===== config.mk =====
export PLATFORM = sky130hd
export DESIGN_NAME = fp_addsub_issue
export DESIGN_NICKNAME = d
export VERILOG_FILES = /design/src/rtl/fp_alu_pkg.sv /design/src/rtl/fp_zero_bypass.sv /design/src/rtl/fp_addsub_issue.sv
export SDC_FILE = /design/constraint.sdc
export NUM_CORES = 1
export LEC_CHECK = 0
export CORE_UTILIZATION = 41
export CTS_CLUSTER_SIZE = 28
export DETAILED_ROUTE_END_ITERATION = 8
export MAX_ROUTING_LAYER = met4
export PLACE_DENSITY_LB_ADDON = 0.1
export SYNTH_ARGS = -nofsm -noshare
export SYNTH_HDL_FRONTEND = slang
export SYNTH_SLANG_ARGS = --single-unit

===== constraint.sdc =====
create_clock -name clk -period 2.1 [get_ports clk]
set_clock_uncertainty 0.15 [all_clocks]
set_input_delay 0.42 -clock clk [delete_from_list [all_inputs] [get_ports clk]]
set_output_delay 0.42 -clock clk [all_outputs]
set_load 0.02 [all_outputs]

===== src/rtl/fp_alu_pkg.sv =====
// Shared FP32 field constants, issue-stage state encoding and the signed-zero test
// used by the FP add/sub issue stage and its optional zero bypass.
package fp_alu_pkg;

  localparam int EXP_MSB = 30;
  localparam int EXP_LSB = 23;
  localparam int MAN_W   = 23;
  localparam logic [7:0] EXP_ALL_ONES = 8'hFF;

  typedef enum logic [1:0] {
    IDLE,
    SETTLE,
    HOLD
  } state_t;

  // +0 and -0 both have a zero exponent and a zero mantissa; the sign is irrelevant
  function automatic logic is_fp_zero(input logic [31:0] x);
    return (x[EXP_MSB:EXP_LSB] == 8'h00) && (x[MAN_W-1:0] == '0);
  endfunction

endpackage


===== src/rtl/fp_zero_bypass.sv =====
// Substitutes an exact result when an operand is +-0, because the downstream datapath
// always assumes a hidden 1 and would otherwise produce a wrong answer for zeros.
module fp_zero_bypass
  import fp_alu_pkg::*;
(
  input  logic [31:0] i_a,
  input  logic [31:0] i_b,
  input  logic        i_sub,
  output logic        o_bypass,
  output logic [31:0] o_result
);

  logic w_aZero;
  logic w_bZero;
  logic w_anySpecial;

  assign w_aZero      = is_fp_zero(i_a);
  assign w_bZero      = is_fp_zero(i_b);
  assign w_anySpecial = (i_a[EXP_MSB:EXP_LSB] == EXP_ALL_ONES) ||
                        (i_b[EXP_MSB:EXP_LSB] == EXP_ALL_ONES);
  assign o_bypass     = (w_aZero || w_bZero) && !w_anySpecial;

  // Both zero: the result is -0 only when A and the effective B are both negative
  always_comb begin
    o_result = i_a;
    if (w_aZero && w_bZero) begin
      o_result = {i_a[31] & (i_b[31] ^ i_sub), 31'b0};
    end else if (w_aZero) begin
      o_result = {i_b[31] ^ i_sub, i_b[30:0]};
    end
  end

endmodule


===== src/rtl/fp_addsub_issue.sv =====
// Issue/capture stage in front of the combinational FP32 add/sub datapath.
// Define FP_ZERO_BYPASS_EN to substitute exact results for +-0 operands.
module fp_addsub_issue
  import fp_alu_pkg::*;
#(
  parameter int SETTLE_CYCLES = 1,
  parameter int TAG_W         = 4
) (
  input  logic             clk,
  input  logic             rst_n,
  input  logic             in_valid,
  output logic             in_ready,
  input  logic [31:0]      in_a,
  input  logic [31:0]      in_b,
  input  logic             in_sub,
  input  logic [TAG_W-1:0] in_tag,
  output logic [31:0]      dp_n1,
  output logic [31:0]      dp_n2,
  output logic             dp_sub,
  input  logic [31:0]      dp_result,
  input  logic             dp_exception,
  input  logic             dp_underflow,
  output logic             out_valid,
  input  logic             out_ready,
  output logic [31:0]      out_result,
  output logic [TAG_W-1:0] out_tag,
  output logic             out_exception,
  output logic             out_underflow,
  output logic             sticky_exc,
  output logic             sticky_unf,
  input  logic             clr_sticky,
  output logic             busy
);

  if (SETTLE_CYCLES < 1 || SETTLE_CYCLES > 15) begin : g_badSettle
    $error("fp_addsub_issue: SETTLE_CYCLES must be in 1..15");
  end

  localparam logic [3:0] LP_SETTLE = 4'(SETTLE_CYCLES);

  state_t           r_state;
  logic [3:0]       r_cnt;
  logic             r_inReady;
  logic [31:0]      r_dpN1;
  logic [31:0]      r_dpN2;
  logic             r_dpSub;
  logic [TAG_W-1:0] r_tag;
  logic             r_outValid;
  logic [31:0]      r_outResult;
  logic [TAG_W-1:0] r_outTag;
  logic             r_outExc;
  logic             r_outUnf;
  logic             r_stickyExc;
  logic             r_stickyUnf;
  logic             r_busy;

  logic             w_accept;
  logic             w_capture;
  logic [31:0]      w_capResult;
  logic             w_capExc;
  logic             w_capUnf;

  assign w_accept  = (r_state == IDLE) && r_inReady && in_valid;
  assign w_capture = (r_state == SETTLE) && (r_cnt == 4'd1);

`ifdef FP_ZERO_BYPASS_EN
  logic        w_bypass;
  logic [31:0] w_bypassResult;
  logic        r_bypass;
  logic [31:0] r_bypassResult;

  fp_zero_bypass u_zeroBypass (
    .i_a      (in_a),
    .i_b      (in_b),
    .i_sub    (in_sub),
    .o_bypass (w_bypass),
    .o_result (w_bypassResult)
  );

  // The decision is taken from the operands as accepted, so it stays aligned with dp_*
  always_ff @(posedge clk) begin
    if (!rst_n) begin
      r_bypass       <= 1'b0;
      r_bypassResult <= '0;
    end else if (w_accept) begin
      r_bypass       <= w_bypass;
      r_bypassResult <= w_bypassResult;
    end
  end

  assign w_capResult = r_bypass ? r_bypassResult : dp_result;
  assign w_capExc    = !r_bypass && dp_exception;
  assign w_capUnf    = !r_bypass && dp_underflow;
`else
  assign w_capResult = dp_result;
  assign w_capExc    = dp_exception;
  assign w_capUnf    = dp_underflow;
`endif

  always_ff @(posedge clk) begin
    if (!rst_n) begin
      r_state     <= IDLE;
      r_cnt       <= '0;
      r_inReady   <= 1'b0;
      r_dpN1      <= '0;
      r_dpN2      <= '0;
      r_dpSub     <= 1'b0;
      r_tag       <= '0;
      r_outValid  <= 1'b0;
      r_outResult <= '0;
      r_outTag    <= '0;
      r_outExc    <= 1'b0;
      r_outUnf    <= 1'b0;
      r_busy      <= 1'b0;
    end else begin
      case (r_state)
        IDLE: begin
          r_inReady <= 1'b1;
          if (w_accept) begin
            r_dpN1    <= in_a;
            r_dpN2    <= in_b;
            r_dpSub   <= in_sub;
            r_tag     <= in_tag;
            r_cnt     <= LP_SETTLE;
            r_inReady <= 1'b0;
            r_busy    <= 1'b1;
            r_state   <= SETTLE;
          end
        end
        SETTLE: begin
          r_cnt <= r_cnt - 4'd1;
          if (r_cnt == 4'd1) begin
            r_outResult <= w_capResult;
            r_outTag    <= r_tag;
            r_outExc    <= w_capExc;
            r_outUnf    <= w_capUnf;
            r_outValid  <= 1'b1;
            r_state     <= HOLD;
          end
        end
        HOLD: begin
          // in_ready returns here but a request can only be taken on the following edge
          if (out_ready) begin
            r_outValid <= 1'b0;
            r_inReady  <= 1'b1;
            r_busy     <= 1'b0;
            r_state    <= IDLE;
          end
        end
        default: r_state <= IDLE;
      endcase
    end
  end

  // A flag captured on the same edge as a clear survives the clear
  always_ff @(posedge clk) begin
    if (!rst_n) begin
      r_stickyExc <= 1'b0;
      r_stickyUnf <= 1'b0;
    end else begin
      r_stickyExc <= (r_stickyExc && !clr_sticky) || (w_capture && w_capExc);
      r_stickyUnf <= (r_stickyUnf && !clr_sticky) || (w_capture && w_capUnf);
    end
  end

  assign in_ready      = r_inReady;
  assign dp_n1         = r_dpN1;
  assign dp_n2         = r_dpN2;
  assign dp_sub        = r_dpSub;
  assign out_valid     = r_outValid;
  assign out_result    = r_outResult;
  assign out_tag       = r_outTag;
  assign out_exception = r_outExc;
  assign out_underflow = r_outUnf;
  assign sticky_exc    = r_stickyExc;
  assign sticky_unf    = r_stickyUnf;
  assign busy          = r_busy;

endmodule


---- Word level (Yosys, flattened, before mapping) ----
Cells that the tools add are included.
word-level totals
  bits in registers ....................... 118
  bits of input ports ..................... 108
  output and inout bits ................... 108
  logic and storage cells ................. 57
cells by class
  $add $sub $neg .......................... 1
  equal/unequal tests ..................... 6
  mux-type cells .......................... 14
  reduce and logical (&&, ||, !) cells .... 21
operators by type and width
  kind                                                                 number
  3-bit AND reduction                                                  3
  4-bit one-hot mux with 2 select lines                                1
  2-bit AND reduction                                                  4
  1-bit logical AND                                                    7
  2-bit 2-to-1 mux                                                     3
  1-bit one-hot mux with 2 select lines                                3
  2-bit one-hot mux with 3 select lines                                1
  2-bit nonzero test                                                   3
  1-bit 2-to-1 mux                                                     5
  4-bit by 1-bit == test with 1-bit output (second input constant)     1
  4-bit 2-to-1 mux                                                     1
  2-bit != test (second input constant)                                2
  4-bit by 1-bit subtractor with 4-bit output (second input constant)  1
  2-bit by 1-bit == test with 1-bit output (second input constant)     1
  2-bit == test (second input constant)                                1
  2-bit logical NOT                                                    1
  1-bit logical OR                                                     2
  2-bit by 1-bit != test with 1-bit output (second input constant)     1
  1-bit logical NOT                                                    1

---- Depth between registers and ports, before layout ----
  depth after elaboration ................. 5
  depth in mapped cells ................... 8
  mapped depth without buffers ............ 5

---- Worst setup path after synthesis ----
No wires, ideal clock.
  kind .................................... register -> register
  start point ............................. register r_cnt[1]
  end point ............................... register r_state[1]
  setup time .............................. 115 ps
  arrival ................................. 1,396 ps
  data required time ...................... 1,835 ps
  slack ................................... 440 ps
  stages on the path, launching flop included .. 9
  path buffers ............................ 3
  clock period less this slack ............ 1,660 ps
  path through ............................ dfxtp_1 inv_1 ha_1 nor3b_2 and2_1 buf_6 buf_12 buf_12 o21a_1
between the ends
  longest elaborated chain between the ends .. 3
RTL lines
  what                                                       line                    RTL
  start, declared                                            fp_addsub_issue.sv:42   logic [3:0] r_cnt;
  start signal, assigned                                     fp_addsub_issue.sv:131  r_cnt <= r_cnt - 4'd1;
  4-bit by 1-bit == test with 1-bit output                   fp_addsub_issue.sv:132  if (r_cnt == 4'd1) begin
  2-bit by 1-bit != test with 1-bit output (no source line)  n/a
  3-bit AND reduction (no source line)                       n/a
  end signal, assigned                                       fp_addsub_issue.sv:127  r_state <= SETTLE;
  end signal, assigned                                       fp_addsub_issue.sv:138  r_state <= HOLD;
  end signal, assigned                                       fp_addsub_issue.sv:147  r_state <= IDLE;
  end, declared                                              fp_addsub_issue.sv:41   state_t r_state;
Every way passes these cells.
A chain may end at the register's enable or synchronous reset.

---- Final worst setup path ----
  start point ............................. register r_busy (netlist: busy)
  end point ............................... output port busy
RTL lines
  what                    line                    RTL
  start, declared         fp_addsub_issue.sv:55   logic r_busy;
  start signal, assigned  fp_addsub_issue.sv:114  r_busy <= 1'b0;
  start signal, assigned  fp_addsub_issue.sv:126  r_busy <= 1'b1;
  start signal, assigned  fp_addsub_issue.sv:146  r_busy <= 1'b0;
  end, declared           fp_addsub_issue.sv:32   output logic busy
No word-level cell between the ends.

==> results by group <==
Status
  – Status: finished, final reports clean

Floorplan
  – Chip height: 107 um
  – Die ar.: 11500 um2
  – Die Wd: 107 um
  – I/O pin count: 216
  – Initial Util: 42.0%
  – Row Count: 38
  – Core region area: 10800 um2

Worst setup path
  – CP Launch Type: flop
  – Critical Path RT: 1.53 ns
  – Critical path arrival: 1.47 ns
  – CP Capture Type: primary output
  – Top delay family on crit path: buffers and inverters
  – RR Endpoint: r_state[1]$_SDFFE_PN0P_
  – Crit path max fanout: 2
  – Worst path slowest cell: clkdlybuf4s50_1
  – Crit-path max cell delay: 0.63 ns
  – Worst R2R Setup Slack: 0.44 ns
  – CP Launch Point: busy$_SDFFE_PN0P_
  – Critical Path, Cell by Cell: clkdlybuf4s50_1
  – Crit path kind: flop to primary output
  – R2r worst-path depth: 6
  – Worst reg2reg startpoint: r_cnt[1]$_SDFFE_PN0P_
  – Bufs and invs on worst path: 1

Clock network
  – Clk buf depth: 2
  – Clock sink count: 118
  – H-tree depth: 4
  – Clock transition at path regs: 0.06 ns
  – CTS Buf Count: 17
  – CTS tree: yes
  – Skew-Pair Late Insertion Delay: 0.51 ns
  – Setup Fix Bufs, Post-CTS: 0
  – Root Driver: clkbuf_8

Placement
  – HPWL after detailed placement: 8200 um
  – Port bufs: 215
  – Placed Instance Area: 6830 um2
  – Placer Congestion: 0.732
  – Placed cell count: 842

GRT
  – First-pass GRT wire length: 19000 um
  – Initial antenna violation count: 1
  – Grt ovf: 0
  – Layer with the highest usage: met2
  – Total track usage: 21.8%
  – Met1 GRT Util: 23.9%
  – Vias in the first global route: 4152
  – Met2 GRT Util: 36.1%
  – Pin count of the biggest net entering global routing: 61
  – GRT met3 Usage: 6.30%

STA
  – Slew HR: 75.2%
  – Final Hold Vio Count: 0
  – Worst Max-Slew Pin Slew: 0.372 ns
  – Max Slew Vio Count: 0
  – Fin crit share: 97.2%
  – WHS: 0.205 ns
  – RSZ-0062 raised after global routing: false
  – Fin crit period: 2.04 ns
  – Setup TNS Final: 0 ns
  – Final Setup Violations: 0
  – Achievable Freq: 490 MHz

Cells and area
  – Layout cells sized above 1: 6.27%
  – Final non-filler cell total: 875
  – Most frequent cells in the layout: nand2_1, clkdlybuf4s50_1, dfxtp_1, a21boi_0, mux2i_1
  – Final instance area: 7470 um2
  – Area growth syn-to-layout: 64.2%
  – Most common cell after layout, fill and taps aside: nand2_1
  – Nets: 831

Route
  – DRT iter0 DRCs: 188
  – Post-DR vias/cell: 4.73
  – Via count: 4142
  – DRT Wirelength: 12000 um
  – Wire per inst: 13.7 um
  – Drt drc: 0
  – First-pass DRT Iterations: 4
  – ANT nets after route: 0

Synth
  – Async SR Flop Fraction: 0%
  – Synth top area share: 51.9%
  – Yosys cell types: 32
  – Multiplexer share of the synthesized area: 8.14%
  – Post-Syn Area per Cell: 8.82 um2
  – #FFs+latches synth: 118
  – Largest family of logic cells by synthesized area: simple AND/OR/NAND/NOR gates
  – Cells after Synth: 516
  – Post-Synth XOR/XNOR Area: 0%
  – Post-synth EDFFs: 0
  – Synth top area cells: dfxtp_1, nand2_1, a21boi_0
  – Leading register cell type out of synthesis: dfxtp_1
  – Adder-Cell Fraction of Synth Area: 0.550%
  – Syn Nets: 626
  – Yosys top cell by area: dfxtp_1
  – Ys Warns: 0
  – Compound-Gate Fraction of Synth Area: 13.4%
  – Post-Syn Area: 4550 um2
  – Sequential fraction of the synthesis area: 51.9%
  – Simple-Gate Fraction of Synth Area: 21.0%

Pwr
  – Cell Int Power: 4.79 mW
  – Share of total power in combinational logic: 13.7%
  – Power Dens Cells: 839 nW/um2
  – Clock share of power: 48.0%
  – Peak supply drop: 0.000469 V
  – Register share of total power: 38.3%
  – Leak Pwr: 2.81 nW
  – Switching Share: 23.6%
  – Switch Pwr: 1.48 mW

Hold path
  – Hold EP: dp_n1[4]$_SDFFE_PN0P_
  – Hold path start: rst_n
  – Hold Path Class: primary input to flop
  – WHS Path Cells: 2

Job
  – Max capacitance violation total: 0
## registers in the layout, summed over array words and instances, names as in the netlist, 2 cells and up
register and flops:
dp_n1 32, dp_n2 32, out_result 32, out_tag 4
r_cnt 4, r_tag 4, r_state 2
## cell type report
class                   count  area, um2
clock inverters            12        176
well taps                 140        175
fillers                   879       3370
flip-flops and latches    118       2360
multi-input cells         357       1980
inverters                   3       11.3
clock buffers              20        445
repair buffers            224       2320
diodes                      1       2.50
## metal layers
layer  routed length, um  up-vias  share of wire, %
li1                    -     2077                 -
met1                4950     1898                41
met2                5860      142                49
met3                 808       25               6.8
met4                 339        0               2.8
met5                   0        -                 0
## worst max path at each step
stage               cells past startpoint                 endpoint  slack, ns
finish                                  1                     busy       0.06
global route                            1               out_tag[2]      0.002
CTS                                     1                out_valid       0.02
detailed placement                      5    dp_n2[0]$_SDFFE_PN0P_       0.06
global placement                        5   dp_n2[11]$_SDFFE_PN0P_       0.14
floorplan                               8  r_state[1]$_SDFFE_PN0P_       0.44
## stage by stage
stage	utilization, %	total power [mW]	setup slack (ns)
after floorplan	-	2.84	0.440
after global placement	63.0	3.29	0.136
after detailed placement	63.0	3.31	0.0590
after CTS	68.7	6.33	0.0183
after global routing	68.9	6.52	0.00206
final	68.9	6.27	0.0597
## power groups by stage
stage	logic [mW]	registers (mW)	clock network, mW
after global routing	0.924	2.42	3.18
after detailed placement	0.861	2.45	0
after floorplan	0.289	2.55	0
after global placement	0.846	2.44	0
after CTS	0.866	2.40	3.06
final	0.857	2.40	3.01
## cells in the mapped netlist, types with 3 or more instances
cell and n:
a21boi_1 14, mux2i_1 37, o21ai_0 5, buf_2 16
a21oi_1 3, nand2_1 214, clkbuf_1 16, nand3b_1 3
inv_1 3, dfxtp_1 118, a21boi_0 55
## kinds of logic (layout without fill, tap and decap cells)
family                   after synthesis  in the layout
adder cells (fa/ha/maj)                2              2
multiplexers                          37             37
buffers and inverters                 41            259
flip-flops                           118            118
AO/OA/AOI/OAI                         83             83
AND/OR/NAND/NOR                      235            235
other                                  0              1
## timing repair
action | in CTS | in global routing
gates resized for setup | 1 | 7
endpoints found under the setup margin | 1 | 7
hold buffers | 0 | 0
endpoints found under the hold margin | 0 | 0
Note: power is estimated with default switching activity, not from simulation.
